==> src/rtl/fetch_stage_if.sv <==
// Bundle of the fetch stage's instruction-memory port, IF/ID outputs and hazard/redirect controls.
// The master side is the fetch stage; the slave side is memory, decode and the hazard/EX logic.
interface fetch_stage_if;
    logic        i_stall;
    logic        i_redirect;
    logic [31:0] i_redirect_pc;
    logic        o_imem_req;
    logic [31:0] o_imem_addr;
    logic        i_imem_gnt;
    logic [31:0] i_imem_rdata;
    logic [31:0] o_id_instr;
    logic [31:0] o_id_pc;
    logic [31:0] o_id_pc4;
    logic        o_id_vld;

    modport master (
        input  i_stall, i_redirect, i_redirect_pc, i_imem_gnt, i_imem_rdata,
        output o_imem_req, o_imem_addr, o_id_instr, o_id_pc, o_id_pc4, o_id_vld
    );

    modport slave (
        output i_stall, i_redirect, i_redirect_pc, i_imem_gnt, i_imem_rdata,
        input  o_imem_req, o_imem_addr, o_id_instr, o_id_pc, o_id_pc4, o_id_vld
    );
endinterface

==> src/rtl/fetch_stage.sv <==
// RV32I fetch stage: PC register, pipelined imem request/grant port, one-entry skid and IF/ID register.
// Define FETCH_PERF_EN to add the o_fetch_cnt / o_bubble_cnt performance counters.
module fetch_stage #(
    parameter logic [31:0] RESET_PC = 32'h0000_0000,
    parameter logic [31:0] NOP_INSN = 32'h0000_0013
) (
    input  logic          i_clk,
    input  logic          i_reset,
    fetch_stage_if.master bus
`ifdef FETCH_PERF_EN
    ,
    output logic [31:0]   o_fetch_cnt,
    output logic [31:0]   o_bubble_cnt
`endif
);

    typedef enum logic [1:0] {
        S_IDLE = 2'd0,
        S_RUN  = 2'd1,
        S_HOLD = 2'd2
    } state_e;

    state_e      state_q, state_d;
    logic [31:0] pc_q, pc_d;
    logic        inflight_q, inflight_d;
    logic [31:0] inflight_pc_q, inflight_pc_d;
    logic        kill_q, kill_d;
    logic        skid_full_q, skid_full_d;
    logic [31:0] skid_instr_q, skid_instr_d;
    logic [31:0] skid_pc_q, skid_pc_d;
    logic        id_vld_q, id_vld_d;
    logic [31:0] id_instr_q, id_instr_d;
    logic [31:0] id_pc_q, id_pc_d;
    logic [31:0] id_pc4_q, id_pc4_d;

    logic imem_req;
    logic accept;
    logic rsp_live;

    // A stalled cycle that already has a word arriving (or parked in the skid) must not
    // launch another fetch, so at most one word ever sits beyond IF/ID.
    always_comb begin
        imem_req = (state_q == S_RUN) && !bus.i_redirect &&
                   !(bus.i_stall && ((inflight_q && !kill_q) || skid_full_q));
        accept   = imem_req && bus.i_imem_gnt;
        rsp_live = inflight_q && !kill_q && !bus.i_redirect;
    end

    always_comb begin
        state_d       = state_q;
        pc_d          = pc_q;
        inflight_d    = 1'b0;
        inflight_pc_d = inflight_pc_q;
        kill_d        = kill_q;
        skid_full_d   = skid_full_q;
        skid_instr_d  = skid_instr_q;
        skid_pc_d     = skid_pc_q;
        id_vld_d      = id_vld_q;
        id_instr_d    = id_instr_q;
        id_pc_d       = id_pc_q;
        id_pc4_d      = id_pc4_q;

        if (accept) begin
            pc_d          = pc_q + 32'd4;
            inflight_d    = 1'b1;
            inflight_pc_d = pc_q;
            kill_d        = 1'b0;
        end

        if (bus.i_redirect) begin
            pc_d        = bus.i_redirect_pc & ~32'h3;
            kill_d      = 1'b1;
            skid_full_d = 1'b0;
            id_vld_d    = 1'b0;
            id_instr_d  = NOP_INSN;
        end else if (!bus.i_stall) begin
            if (skid_full_q) begin
                // Older skid word goes first; a live response takes its place.
                id_vld_d    = 1'b1;
                id_instr_d  = skid_instr_q;
                id_pc_d     = skid_pc_q;
                id_pc4_d    = skid_pc_q + 32'd4;
                skid_full_d = rsp_live;
                if (rsp_live) begin
                    skid_instr_d = bus.i_imem_rdata;
                    skid_pc_d    = inflight_pc_q;
                end
            end else if (rsp_live) begin
                id_vld_d   = 1'b1;
                id_instr_d = bus.i_imem_rdata;
                id_pc_d    = inflight_pc_q;
                id_pc4_d   = inflight_pc_q + 32'd4;
            end else begin
                id_vld_d   = 1'b0;
                id_instr_d = NOP_INSN;
            end
        end else if (rsp_live) begin
            skid_full_d  = 1'b1;
            skid_instr_d = bus.i_imem_rdata;
            skid_pc_d    = inflight_pc_q;
        end

        case (state_q)
            S_IDLE:  state_d = S_RUN;
            S_RUN:   if (skid_full_d) state_d = S_HOLD;
            S_HOLD:  if (!skid_full_d) state_d = S_RUN;
            default: state_d = S_IDLE;
        endcase
        if (bus.i_redirect) begin
            state_d = S_RUN;
        end
    end

    always_ff @(posedge i_clk or negedge i_reset) begin
        if (!i_reset) begin
            state_q       <= S_IDLE;
            pc_q          <= RESET_PC;
            inflight_q    <= 1'b0;
            inflight_pc_q <= 32'd0;
            kill_q        <= 1'b0;
            skid_full_q   <= 1'b0;
            skid_instr_q  <= NOP_INSN;
            skid_pc_q     <= 32'd0;
            id_vld_q      <= 1'b0;
            id_instr_q    <= NOP_INSN;
            id_pc_q       <= 32'd0;
            id_pc4_q      <= 32'd0;
        end else begin
            state_q       <= state_d;
            pc_q          <= pc_d;
            inflight_q    <= inflight_d;
            inflight_pc_q <= inflight_pc_d;
            kill_q        <= kill_d;
            skid_full_q   <= skid_full_d;
            skid_instr_q  <= skid_instr_d;
            skid_pc_q     <= skid_pc_d;
            id_vld_q      <= id_vld_d;
            id_instr_q    <= id_instr_d;
            id_pc_q       <= id_pc_d;
            id_pc4_q      <= id_pc4_d;
        end
    end

    assign bus.o_imem_req  = imem_req;
    assign bus.o_imem_addr = pc_q & ~32'h3;
    assign bus.o_id_instr  = id_instr_q;
    assign bus.o_id_pc     = id_pc_q;
    assign bus.o_id_pc4    = id_pc4_q;
    assign bus.o_id_vld    = id_vld_q;

`ifdef FETCH_PERF_EN
    logic [31:0] fetch_cnt_q, fetch_cnt_d;
    logic [31:0] bubble_cnt_q, bubble_cnt_d;
    logic        id_load;

    always_comb begin
        id_load      = !bus.i_redirect && !bus.i_stall && (skid_full_q || rsp_live);
        fetch_cnt_d  = fetch_cnt_q + {31'd0, id_load};
        bubble_cnt_d = bubble_cnt_q + {31'd0, (state_q != S_IDLE) && !id_vld_q};
    end

    always_ff @(posedge i_clk or negedge i_reset) begin
        if (!i_reset) begin
            fetch_cnt_q  <= 32'd0;
            bubble_cnt_q <= 32'd0;
        end else begin
            fetch_cnt_q  <= fetch_cnt_d;
            bubble_cnt_q <= bubble_cnt_d;
        end
    end

    assign o_fetch_cnt  = fetch_cnt_q;
    assign o_bubble_cnt = bubble_cnt_q;
`endif

endmodule

==> src/flat_wrapper.sv <==
// flat-port wrapper written by rule: the top's interface ports become plain ports
module fetch_stage_flat 
#(
    parameter logic [31:0] RESET_PC = 32'h0000_0000,
    parameter logic [31:0] NOP_INSN = 32'h0000_0013
)
  (i_clk, i_reset, bus_i_stall, bus_i_redirect, bus_i_redirect_pc, bus_i_imem_gnt, bus_i_imem_rdata, bus_o_imem_req, bus_o_imem_addr, bus_o_id_instr, bus_o_id_pc, bus_o_id_pc4, bus_o_id_vld);
  fetch_stage_if bus_i ();
  input  logic i_clk;
  input  logic i_reset;
  input wire logic [$bits(bus_i.i_stall)-1:0] bus_i_stall;
  input wire logic [$bits(bus_i.i_redirect)-1:0] bus_i_redirect;
  input wire logic [$bits(bus_i.i_redirect_pc)-1:0] bus_i_redirect_pc;
  input wire logic [$bits(bus_i.i_imem_gnt)-1:0] bus_i_imem_gnt;
  input wire logic [$bits(bus_i.i_imem_rdata)-1:0] bus_i_imem_rdata;
  output wire logic [$bits(bus_i.o_imem_req)-1:0] bus_o_imem_req;
  output wire logic [$bits(bus_i.o_imem_addr)-1:0] bus_o_imem_addr;
  output wire logic [$bits(bus_i.o_id_instr)-1:0] bus_o_id_instr;
  output wire logic [$bits(bus_i.o_id_pc)-1:0] bus_o_id_pc;
  output wire logic [$bits(bus_i.o_id_pc4)-1:0] bus_o_id_pc4;
  output wire logic [$bits(bus_i.o_id_vld)-1:0] bus_o_id_vld;
  assign bus_i.i_stall = bus_i_stall;
  assign bus_i.i_redirect = bus_i_redirect;
  assign bus_i.i_redirect_pc = bus_i_redirect_pc;
  assign bus_i.i_imem_gnt = bus_i_imem_gnt;
  assign bus_i.i_imem_rdata = bus_i_imem_rdata;
  assign bus_o_imem_req = bus_i.o_imem_req;
  assign bus_o_imem_addr = bus_i.o_imem_addr;
  assign bus_o_id_instr = bus_i.o_id_instr;
  assign bus_o_id_pc = bus_i.o_id_pc;
  assign bus_o_id_pc4 = bus_i.o_id_pc4;
  assign bus_o_id_vld = bus_i.o_id_vld;
  fetch_stage #(.RESET_PC(RESET_PC), .NOP_INSN(NOP_INSN)) u_core (.i_clk(i_clk), .i_reset(i_reset), .bus(bus_i));
endmodule
==> config.mk <==
export PLATFORM = sky130hd
export DESIGN_NAME = fetch_stage_flat
export DESIGN_NICKNAME = d
export VERILOG_FILES = /design/src/rtl/fetch_stage_if.sv /design/src/rtl/fetch_stage.sv /design/src/flat_wrapper.sv
export SDC_FILE = /design/constraint.sdc
export NUM_CORES = 1
export LEC_CHECK = 0
export CORE_MARGIN = 2
export CORE_UTILIZATION = 47
export DETAILED_ROUTE_END_ITERATION = 12
export GPL_TIMING_DRIVEN = 0
export PLACE_DENSITY = 0.83
export SLEW_MARGIN = 20
export SYNTH_ARGS = -nofsm -noshare
export SYNTH_HDL_FRONTEND = slang
export SYNTH_SLANG_ARGS = --single-unit
==> constraint.sdc <==
create_clock -name i_clk -period 2.4 [get_ports i_clk]
set_input_delay 0.48 -clock i_clk [delete_from_list [all_inputs] [get_ports i_clk]]
set_output_delay 0.48 -clock i_clk [all_outputs]
set_load 0.01 [all_outputs]
# Word level (Yosys, flattened, before mapping)
# Cells that the tools add are included.
totals:
  ff_bits: 230
  inputBits: 69
  output_inout_bits: 130
  word_cells: 70
op_classes:
  addsub: 3
  eq_ne: 5
  n_mux: 31
  bitwise: 2
  n_reduce_logical: 17
ops:
  columns: ["cell", "count"]
  rows:
  - ["$mux W32", 16]
  - ["$add A32 B3 Y32 const B", 3]
  - ["$mux W1", 11]
  - ["$logic_and A1 B1 Y1", 6]
  - ["$mux W2", 3]
  - ["$pmux W2 S3", 1]
  - ["$reduce_bool A2 Y1", 3]
  - ["$reduce_and A2 Y1", 2]
  - ["$logic_not A1 Y1", 3]
  - ["$ne A3 B2 Y1 const B", 1]
  - ["$ne A3 B3 Y1 const B", 1]
  - ["$reduce_and A3 Y1", 1]
  - ["$eq A2 B1 Y1 const B", 1]
  - ["$eq A2 B2 Y1 const B", 1]
  - ["$logic_not A2 Y1", 1]
  - ["$ne A2 B1 Y1 const B", 1]
  - ["$not A1 Y1", 2]
  - ["$logic_or A1 B1 Y1", 1]

# Longest topological paths before layout
depth:
  depth_word: 9
  ltp_mapped: 11
  depth_no_buf: 7

# Least setup slack after synthesis
# No wires, ideal clock.
synth_path:
  path_type: "register to register"
  startpoint: "reg u_core.skid_full_q"
  endpoint: "reg u_core.id_pc4_q[22] (netlist: u_core.bus.o_id_pc4[22])"
  setup_time_ps: 87
  arrival_ps: 2610
  required_time_ps: 2313
  path_slack_ps: -296
  stages_incl_launch_ff: 12
  n_path_buf: 4
  synth_period_minus_slack_ps: 2696
  cell_sequence: "dfrtp_1 > buf_6 > buf_2 > buf_2 > buf_2 > mux2_2 > ha_1 > nand4b_1 > a221oi_2 > nand3_1 > or4_1 > o211ai_1"
synth_between:
  elab_chain_cells: 2
  elab_cells_between_ends: 3
  cone_classes: "1 x mux; 2 x reduce/logical"
synth_lines:
  columns: ["item", "line_no", "rtl"]
  rows:
  - ["from (decl)", "fetch_stage.sv:28", "logic skid_full_q, skid_full_d;"]
  - ["from (signal assigned)", "fetch_stage.sv:134", "skid_full_q <= skid_full_d;"]
  - ["$reduce_bool A2 Y1 (no source line)", null, null]
  - ["$reduce_and A3 Y1 (no source line)", null, null]
  - ["to (signal assigned)", "fetch_stage.sv:140", "id_pc4_q <= id_pc4_d;"]
  - ["to (decl)", "fetch_stage.sv:34", "logic [31:0] id_pc4_q, id_pc4_d;"]
# Several ways; a longest one is shown, not always the timed one.
# A chain may end at the register's enable or synchronous reset.

# Worst setup path after layout
# Same ends and word-level chain as after synthesis.

==> impl_summary.md <==
STA
The worst pin sits at a relative slew slack of 54.67%. In the post-route analysis, the smallest setup slack over all paths is -110.4 ps. The count of final setup violators is 8. At the pin with the least slew margin, the transition time is 661.0 ps.

The worst path in the final design needs a cycle of 2510 ps, including I/O delays and setup. The share of the cycle needed by the critical path after routing is 104.6%. Between clock sinks in the finished design, the worst skew comes to 32.15 ps. The hold violation count in the final report was 0. The timing-limited maximum frequency is 398.3 MHz.

In the final timing run, aggregate negative setup slack is -393.5 ps. The number of pins with negative max-slew slack in the final report came to 0. Setup repair after global routing could not meet its margin everywhere.

Detailed routing
The number of remaining DRC errors is 0. Detailed routing placed a total of 2351 um of wire on met3. The final wirelength is 31580 um. The post-route antenna net violation count is 0. The detailed route wirelength on metal2 is 15190 um.

In the final routing, the length of wire on met1 measures 13010 um. The number of iterations in the first detailed-routing pass is 6. The highest metal layer carrying signal wires in the routed design is met4. The DRC marker count from the first detailed-route iteration is 1059.

The final routed wire length divided by cell count is 20.00 um. The number of vias per cell is 5.964. The detailed router placed 9417 vias in this run.

Layout
The final antenna diode count is 0. The area growth from synthesis to layout is 33.66%. The layout filler cell count is 1663. Leaving out fill and tap cells, the most frequent cells in the layout are sky130_fd_sc_hd__dfrtp_1, sky130_fd_sc_hd__nand2_1, sky130_fd_sc_hd__clkdlybuf4s50_1. In the final layout, flip-flops and latches occupy 0.005514 mm^2.

The total area of multi-input combinational cells is 0.004753 mm^2. The library cell used most frequently in the layout, excluding fill and tap cells, is sky130_fd_sc_hd__dfrtp_1. The final-stage net count is 1354. In the final layout, the share of cells above drive strength 1 is 15.47%.

Synth
The main flop type after synthesis is sky130_fd_sc_hd__dfrtp_1. The sequential area share after synthesis is 52.70%. The count of synthesis-stage warnings from yosys is 0. Dividing the synthesized area by the synthesized cell count gives 10.14 um^2. The netlist area before placement is 0.01046 mm^2.

The number of library cell types mapped by synthesis is 57. Yosys mapped a number of flops with a built-in enable equal to 0. Synthesis produced 1032 cells. The synthesized flop and latch total is 220.

The share of flip-flops with an asynchronous set or reset is 100.0%.

Worst hold path
The worst hold path class is reg -> reg.

Power
In this run the power density over the cells is 766.5 mW/mm^2. After layout, the design draws a total of 10720 uW. IR analysis of the VDD net gives a maximum drop of 595.7 uV. Summed over all cells, the static leakage comes to 0.006036 uW.

Floorplan
The die width is 153.2 um. The core area is 0.02182 mm^2. Row generation in the floorplan step produced 54 rows. The die height is 153.2 um. 199 I/O pins were placed.

The effective utilization at floorplan is 47.93%. The die covers 0.02346 mm^2.

Placed design
The weighted congestion at the end of routability-driven global placement is 0.9070. Prior to clock tree synthesis, the placed netlist has a worst setup slack of -950.2 ps. Port buffering added 190 buffers. The estimated wirelength of the detail-placed design is 22370 um.

Critical path
The critical path is of the reg -> reg type. The critical path capture point type is a flop. The worst path required time is 2840 ps. Along the worst path, the maximum fanout reaches 6. The type of origin of the critical path is a flop. For the worst setup path, the data arrival time is 2950 ps.

GRT
Entering global routing, the biggest net connects 100 pins. The total global-route track usage is 25.71%. The final global-route overflow total is 0. The number of global-route vias before repair is 9116.

The first global-routing pass estimated 49070 um of wire. The number of antenna violations at the first check in global routing came to 0.

Outcome
The checks that failed: negative setup slack. The flow ran to the end, but the final reports show violations.

Flow run
Across the run, the number of max-cap violations was 0.

Clocking
The H-tree depth reported by CTS is 1. The master cell of the clock root buffer is sky130_fd_sc_hd__clkbuf_16. The longest clock path from root to sink contains 3 buffers.

The worst-skew pair later-pin latency is 530 ps. Buffers inserted during clock tree synthesis total 23. The tree built by TritonCTS fans out to 220 sinks.

The clock-pin transition on the worst setup and hold timing paths is 60 ps. TritonCTS built the clock tree.
[critical path, stage by stage (launching register included)]
cell and delay (ps):
sky130_fd_sc_hd__dfrtp_1 370, sky130_fd_sc_hd__buf_6 140, sky130_fd_sc_hd__buf_8 120, sky130_fd_sc_hd__buf_12 120, sky130_fd_sc_hd__mux2_4 210, sky130_fd_sc_hd__ha_4 150, sky130_fd_sc_hd__nand4b_1 190, sky130_fd_sc_hd__a221oi_4 370
sky130_fd_sc_hd__buf_4 190, sky130_fd_sc_hd__nand3_4 80, sky130_fd_sc_hd__or4_4 420, sky130_fd_sc_hd__o211ai_1 90
[sequential cells by signal, summed over array words and instances (netlist names)]
signal and flops:
u_core.skid_full_q 1, u_core.inflight_pc_q 30, u_core.bus.o_id_instr 32, u_core.skid_pc_q 30
u_core.bus.o_id_pc 30, u_core.kill_q 1, u_core.skid_instr_q 32, u_core.bus.o_id_vld 1
u_core.inflight_q 1, u_core.pc_q 30, u_core.bus.o_id_pc4 30, u_core.state_q 2
[cells by family (layout without fill, tap and decap cells)]
| family | Yosys count | in the layout | share of synthesized area [%] |
|---|---|---|---|
| simple gates | 408 | 408 | 19.04 |
| flops | 220 | 220 | 52.70 |
| compound gates | 201 | 201 | 13.27 |
| buf+inv | 92 | 354 | 3.911 |
| mux | 86 | 86 | 8.947 |
| xor+xnor | 21 | 21 | 1.758 |
| fa+ha+maj | 3 | 3 | 0.3349 |
| other cells | 1 | 6 | 0.03585 |
[through the flow]
| stage | utilization, % | cell area [um^2] | std cells | hold WS, ps |
|---|---|---|---|---|
| after floorplan | - | 10540 | 1037 | 184.4 |
| after global placement | 58.61 | 12790 | 1507 | 450.9 |
| after detailed placement | 58.89 | 12850 | 1509 | 405.3 |
| after CTS | 62.99 | 13750 | 1567 | 449.2 |
| after global routing | 64.06 | 13980 | 1579 | 477.8 |
| final | 64.06 | 13980 | 1579 | 461.6 |
[report_power, final]
part | internal [uW] | switching [uW]
clock network | 1990 | 1490
logic | 1200 | 1070
registers | 4370 | 602
total | 7560 | 3160
[final cells by class]
| cell class | count | share of cell area (%) |
|---|---|---|
| inverters | 22 | 0.5907 |
| clock buffers | 31 | 4.618 |
| repair buffers | 222 | 15.71 |
| well taps | 280 | 2.506 |
| flip-flops and latches | 220 | 39.44 |
| plain buffers | 69 | 2.577 |
| multi-input cells | 725 | 34.00 |
| clock inverters | 10 | 0.5638 |
[timing repair]
action / in CTS / in global routing
setup endpoints to repair: 112 / 68
hold buffers: 1 / 0
resized for setup: 18 / 39
pin swaps: 9 / 9
buffers inserted: 17 / 12
endpoints found under the hold margin: 44 / 0
[worst paths after layout]
check,from,endpoint,slack (ps),cells after the start
worst max-delay path,u_core.skid_full_q,u_core.bus.o_id_pc4[22],-110,11
worst min-delay path,u_core.bus.o_id_instr[1],u_core.bus.o_id_instr[1],460,2
worst max register to register,u_core.skid_full_q,u_core.bus.o_id_pc4[22],-110,11
worst min register to register,u_core.bus.o_id_instr[1],u_core.bus.o_id_instr[1],460,2
max in group asynchronous,i_reset,u_core.skid_instr_q[4],1080,3
min in group asynchronous,i_reset,u_core.pc_q[21],470,2
[layer usage]
metal  vias up  track usage [%]
met5         -                0
met4         0            9.436
met3        92            3.601
met2       488            41.33
met1      4611            35.80
li1       4226                -
[Yosys cell counts (4+ instances only)]
master	n	area share, %
sky130_fd_sc_hd__a31oi_1	8	0.48
sky130_fd_sc_hd__nand2_1	203	7.3
sky130_fd_sc_hd__xor2_1	6	0.50
sky130_fd_sc_hd__nor2_1	17	0.61
sky130_fd_sc_hd__a221oi_1	30	2.5
sky130_fd_sc_hd__inv_1	22	0.79
sky130_fd_sc_hd__nor4_1	4	0.24
sky130_fd_sc_hd__dfrtp_1	214	51
sky130_fd_sc_hd__mux2i_1	26	2.5
sky130_fd_sc_hd__buf_4	6	0.43
sky130_fd_sc_hd__buf_2	21	1.0
sky130_fd_sc_hd__o211ai_1	11	0.79
sky130_fd_sc_hd__and2_1	4	0.24
sky130_fd_sc_hd__mux2_2	60	6.5
sky130_fd_sc_hd__nor2b_1	34	2.0
sky130_fd_sc_hd__nand3b_1	12	0.86
sky130_fd_sc_hd__a21o_1	9	0.65
sky130_fd_sc_hd__or3_1	6	0.36
sky130_fd_sc_hd__nor3_1	43	2.1
sky130_fd_sc_hd__o311ai_0	15	1.3
sky130_fd_sc_hd__or4_1	7	0.50
sky130_fd_sc_hd__a21oi_1	13	0.62
sky130_fd_sc_hd__o21ai_0	69	3.3
sky130_fd_sc_hd__o31a_1	5	0.42
sky130_fd_sc_hd__xnor2_1	15	1.3
sky130_fd_sc_hd__nand3_1	35	1.7
sky130_fd_sc_hd__nand4b_1	8	0.67
sky130_fd_sc_hd__a22oi_1	8	0.57
sky130_fd_sc_hd__o21a_1	4	0.29
sky130_fd_sc_hd__nand4_1	20	1.2
sky130_fd_sc_hd__o22ai_1	4	0.24
sky130_fd_sc_hd__clkbuf_1	38	1.4
sky130_fd_sc_hd__o31ai_1	7	0.50
sky130_fd_sc_hd__dfstp_2	6	1.5
(Power assumes the default switching activity.)
